File: config.mk
export PLATFORM = sky130hd
export DESIGN_NAME = dmem_req_ctrl
export DESIGN_NICKNAME = d
export VERILOG_FILES = /design/src/rtl/dmem_req_ctrl.sv
export SDC_FILE = /design/constraint.sdc
export NUM_CORES = 1
export LEC_CHECK = 0
export CAP_MARGIN = 10
export CORE_ASPECT_RATIO = 0.5
export CORE_MARGIN = 8
export CORE_UTILIZATION = 38
export DETAILED_ROUTE_END_ITERATION = 8
export MAX_ROUTING_LAYER = met4
export PLACE_DENSITY = 0.84
export SLEW_MARGIN = 20
export SYNTH_ARGS = -nofsm -noshare
export SYNTH_HDL_FRONTEND = slang
export SYNTH_SLANG_ARGS = --single-unit
export TNS_END_PERCENT = 5
File: constraint.sdc
create_clock -name clock -period 2.6 [get_ports clock]
set_clock_uncertainty 0.1 [all_clocks]
set_input_delay 0.26 -clock clock [delete_from_list [all_inputs] [get_ports clock]]
set_output_delay 0.26 -clock clock [all_outputs]
set_load 0.05 [all_outputs]
File: src/rtl/dmem_req_ctrl.sv
// Requester-side controller for one RAM_SDP: issues reads/writes, returns read data in order via a credit-protected FIFO.
// Optional macro DMEM_WRITE_ACK_EN: writes take a credit and return an in-order ack (rsp_is_write=1, rsp_rdata=0).
module dmem_req_ctrl #(
  parameter int DATA_WIDTH = 8,
  parameter int ADDR_WIDTH = 8,
  parameter int RSP_DEPTH  = 2
) (
  input  logic                  clock,
  input  logic                  reset_n,
  input  logic                  req_valid,
  output logic                  req_ready,
  input  logic                  req_we,
  input  logic [ADDR_WIDTH-1:0] req_addr,
  input  logic [DATA_WIDTH-1:0] req_wdata,
  output logic                  rsp_valid,
  input  logic                  rsp_ready,
  output logic [DATA_WIDTH-1:0] rsp_rdata,
`ifdef DMEM_WRITE_ACK_EN
  output logic                  rsp_is_write,
`endif
  output logic                  busy,
  output logic [ADDR_WIDTH-1:0] mem_rdaddress,
  output logic                  mem_rden,
  output logic [ADDR_WIDTH-1:0] mem_wraddress,
  output logic                  mem_wren,
  output logic [DATA_WIDTH-1:0] mem_data,
  input  logic [DATA_WIDTH-1:0] mem_q
);
  localparam int PTR_W = $clog2(RSP_DEPTH);
  localparam int CNT_W = PTR_W + 1;
  localparam logic [CNT_W:0] DEPTH_C = RSP_DEPTH[CNT_W:0];

  logic [CNT_W-1:0]      count;
  logic [PTR_W-1:0]      wr_ptr, rd_ptr;
  logic                  inflight;
  logic [CNT_W:0]        used;
  logic                  credit_ok;
  logic                  accept, rd_issue, wr_issue;
  logic                  push, pop;
  logic [DATA_WIDTH-1:0] push_data;
  logic [DATA_WIDTH-1:0] fifo_data [RSP_DEPTH];

  // Credits count FIFO entries plus the read in flight; a same-cycle pop is not credited.
  assign used      = {1'b0, count} + {{CNT_W{1'b0}}, inflight};
  assign credit_ok = used < DEPTH_C;

`ifdef DMEM_WRITE_ACK_EN
  assign req_ready = reset_n & credit_ok;
`else
  assign req_ready = reset_n & (req_we | credit_ok);
`endif

  assign accept   = req_valid & req_ready;
  assign rd_issue = accept & ~req_we;
  assign wr_issue = accept & req_we;

  assign mem_rdaddress = req_addr;
  assign mem_wraddress = req_addr;
  assign mem_data      = req_wdata;
  assign mem_rden      = rd_issue;
  assign mem_wren      = wr_issue;

`ifdef DMEM_WRITE_ACK_EN
  logic inflight_wr;
  logic fifo_wr [RSP_DEPTH];

  always_ff @(posedge clock or negedge reset_n) begin
    if (!reset_n) begin
      inflight    <= 1'b0;
      inflight_wr <= 1'b0;
    end else begin
      inflight    <= accept;
      inflight_wr <= wr_issue;
    end
  end

  assign push_data = inflight_wr ? '0 : mem_q;

  always_ff @(posedge clock) begin
    if (push) fifo_wr[wr_ptr] <= inflight_wr;
  end

  assign rsp_is_write = rsp_valid & fifo_wr[rd_ptr];
`else
  always_ff @(posedge clock or negedge reset_n) begin
    if (!reset_n) inflight <= 1'b0;
    else          inflight <= rd_issue;
  end

  assign push_data = mem_q;
`endif

  // mem_q is only valid the cycle after issue, so the in-flight flag is the push strobe.
  assign push = inflight;
  assign pop  = rsp_valid & rsp_ready;

  always_ff @(posedge clock) begin
    if (push) fifo_data[wr_ptr] <= push_data;
  end

  always_ff @(posedge clock or negedge reset_n) begin
    if (!reset_n) begin
      wr_ptr <= '0;
      rd_ptr <= '0;
      count  <= '0;
    end else begin
      if (push) wr_ptr <= wr_ptr + PTR_W'(1);
      if (pop)  rd_ptr <= rd_ptr + PTR_W'(1);
      case ({push, pop})
        2'b10:   count <= count + CNT_W'(1);
        2'b01:   count <= count - CNT_W'(1);
        default: count <= count;
      endcase
    end
  end

  assign rsp_valid = (count != '0);
  assign rsp_rdata = fifo_data[rd_ptr];
  assign busy      = inflight | (count != '0);

  a_no_overflow: assert property (@(posedge clock) disable iff (!reset_n)
    push |-> ({1'b0, count} != DEPTH_C));

endmodule
==> qor.yml <==
die:
  die_w_microns: 88.9
  core_sq_um: 2550
  rows: 13
  die-height_microns: 52.4
  start_util: 0.395
  io_pins: 66
  dieArea_sq_um: 4660
worst_setup_path:
  crit_path_end_kind: "primary output"
  r2r_slack_ns: 0.94
  crit_end: "busy"
  critPathMaxStageDelay_ns: 0.72
  crit_chain: "or3_2 -> clkdlybuf4s50_1"
  reg2reg_to: "count[1]$_DFFE_PN0P_"
  slowest_stage: "clkdlybuf4s50_1"
  cp.depth: 2
  reg2reg_depth: 5
  crit_family: "buffers and inverters"
  crit_path_start: "count[0]$_DFFE_PN0P_"
  arrival_ns: 1.91
  crit_fanout: 5
  rr_startpoint: "count[0]$_DFFE_PN0P_"
  path_class: "register to primary output"
  cp-start-kind: "register"
  required_ns: 2.24
  path_buf_inv: 1
cts:
  cts_setup_buffers: 0
  cts_tree: "done"
  post_cts_resized: 0
  cts_sinks: 21
  htreeDepth: 1
  cts_root_buffer: "clkbuf_8"
  clk_pin_slew_ns: 0.07
  cts_buffers: 3
  insertion_delay_ns: 0.26
  clk_path_buf_depth: 2
  hold_buffers: 0
routing:
  postRouteAntennaNets: 0
  drt_first_iter_violations: 6
  vias: 478
  finalWirelength_microns: 1620
  first_pass_iters: 3
  via_per_inst: 4.27
  drt-wirelength-per-cell_microns: 14.5
  drc: 0
cells_and_area:
  final_cells: 112
  area_growth_pct: 14.9
  antenna_cells: 0
  nets: 106
  layout-drive-gt1-share: 0.240
timing:
  finalSetupViolations: 0
  worstMarginPinSlew_ns: 0.683
  finalCritPeriodShare: 0.873
  slew-limit-headroom: 0.543
  setup_ws_ns: 0.330
  fin_crit_ns: 2.27
  fmax_ghz: 0.441
  hold-worst-slack_ns: 0.155
  hold_violations: 0
  rsz0062_at_grt: "no"
  maxSlewViolCount: 0
  final.setup.tns_ns: 0
logic_synthesis:
  synth_cells: 71
  async_reset_ff_frac: 0.238
  synth_most_common_cell: "buf_4"
  ys_types: 18
  syn-num-nets: 101
  synth_ff_type: "edfxtp_1"
  synth_warnings: 0
  synth_commonest_cells: "buf_4, edfxtp_1, mux2_2, dfrtp_1, xor2_1"
  syn-cell-area_sq_um: 1010
  avgSynthCellArea_sq_um: 14.2
  synth_edf_count: 16
  synth.area.top_cells: "edfxtp_1, buf_4, dfrtp_1, mux2_2, xor2_1"
  netlist.top_cell.by_area: "edfxtp_1"
  ys_seq_area_frac: 0.600
  synth_top_area_share: 0.476
  ys_ff_latch: 21
grt:
  antenna_found_initial: 0
  grt_pass1_wl_microns: 2560
  grt_overflow: 0
  track_usage: 0.0783
  grt_pass1_vias: 515
  grt_max_degree: 13
power_and_ir_drop:
  power.density_nw_per_um2: 1020
  total_power_mw: 1.19
  vdd_drop_max_uv: 383
  p_leak_nw: 0.424
placement:
  dpl.hpwl_microns: 1230
  dpl.cell_count: 108
  io_buffer_count: 25
  gp_congestion: 0.637
  place_ws_ns: 0.609
status:
  status: "finished clean"
flow_run:
  cap_violations: 0
worst_hold_path:
  hp-class: "input pin to async pin"
==> layout make-up <==
cell class	count	area, sq um
clock buffers	3	41.3
clock inverters	1	5.00
fillers	232	1400
inverters	1	3.75
multi-input cells	24	214
flip-flops and latches	21	606
well taps	37	46.3
repair buffers	25	243
==> sequential cells by signal, summed over array words and instances (netlist names) <==
register	flops
count	2
fifo_data	16
inflight	1
rd_ptr	1
wr_ptr	1
==> worst min path at each step <==
stage                            start                    to  slack [ns]  depth (start not counted)
floorplan                      reset_n  count[0]$_DFFE_PN0P_       -0.14                          0
global placement    wr_ptr$_DFFE_PN0P_    wr_ptr$_DFFE_PN0P_        0.37                          1
detailed placement  wr_ptr$_DFFE_PN0P_    wr_ptr$_DFFE_PN0P_        0.38                          1
CTS                            reset_n    wr_ptr$_DFFE_PN0P_        0.16                          1
global route                   reset_n    wr_ptr$_DFFE_PN0P_        0.18                          1
finish                         reset_n    wr_ptr$_DFFE_PN0P_        0.15                          1
==> cells by family (layout without fill, tap and decap cells) <==
family | count (synthesis) | in the layout | share of synthesized area
buf+inv | 26 | 30 | 0.187
flops | 21 | 21 | 0.600
mux | 8 | 8 | 0.0893
simple gates | 8 | 8 | 0.0546
xor+xnor | 5 | 5 | 0.0434
compound gates | 2 | 2 | 0.0124
fa+ha+maj | 1 | 1 | 0.0124
==> layout by cell type, fill, tap and decap left out <==
master	Yosys	routed
buf_4	24	3
and3_1	1	1
clkinv_2	0	1
dfrtp_1	5	5
nor2_1	2	2
a21oi_1	1	1
and2_1	1	1
edfxtp_1	16	16
clkdlybuf4s50_1	0	22
clkbuf_8	0	3
xnor2_1	2	2
mux2_2	8	8
or2_4	1	1
o21a_1	1	1
ha_1	1	1
inv_1	1	1
and4b_1	1	1
and2_4	1	1
or3_2	1	1
xor2_1	3	3
==> through the flow <==
step / utilization / cell area, sq um
final: 0.454 / 1160
after detailed placement: 0.436 / 1110
after global routing: 0.454 / 1160
after CTS: 0.454 / 1160
after global placement: 0.436 / 1110
after floorplan: - / 1010
==> per-layer routing <==
layer,part of all wire,global-route usage
met2,0.48,0.117
met1,0.38,0.0724
met3,0.11,0.0438
met4,0.033,0.0693
met5,0,-
==> power by group <==
part	leakage (nW)	switching (mW)	internal (mW)	total [mW]
combinational	0.193	0.296	0.216	0.512
sequential	0.205	0.0566	0.411	0.468
clock	0.0255	0.101	0.107	0.207
==> worst register-to-register path, cell delays in order, from the launching register on <==
cell and delay, ns:
dfrtp_1 0.44, or2_4 0.27, and2_4 0.16, ha_1 0.30, nor2_1 0.14, xor2_1 0.17
(Power assumes the default switching activity.)
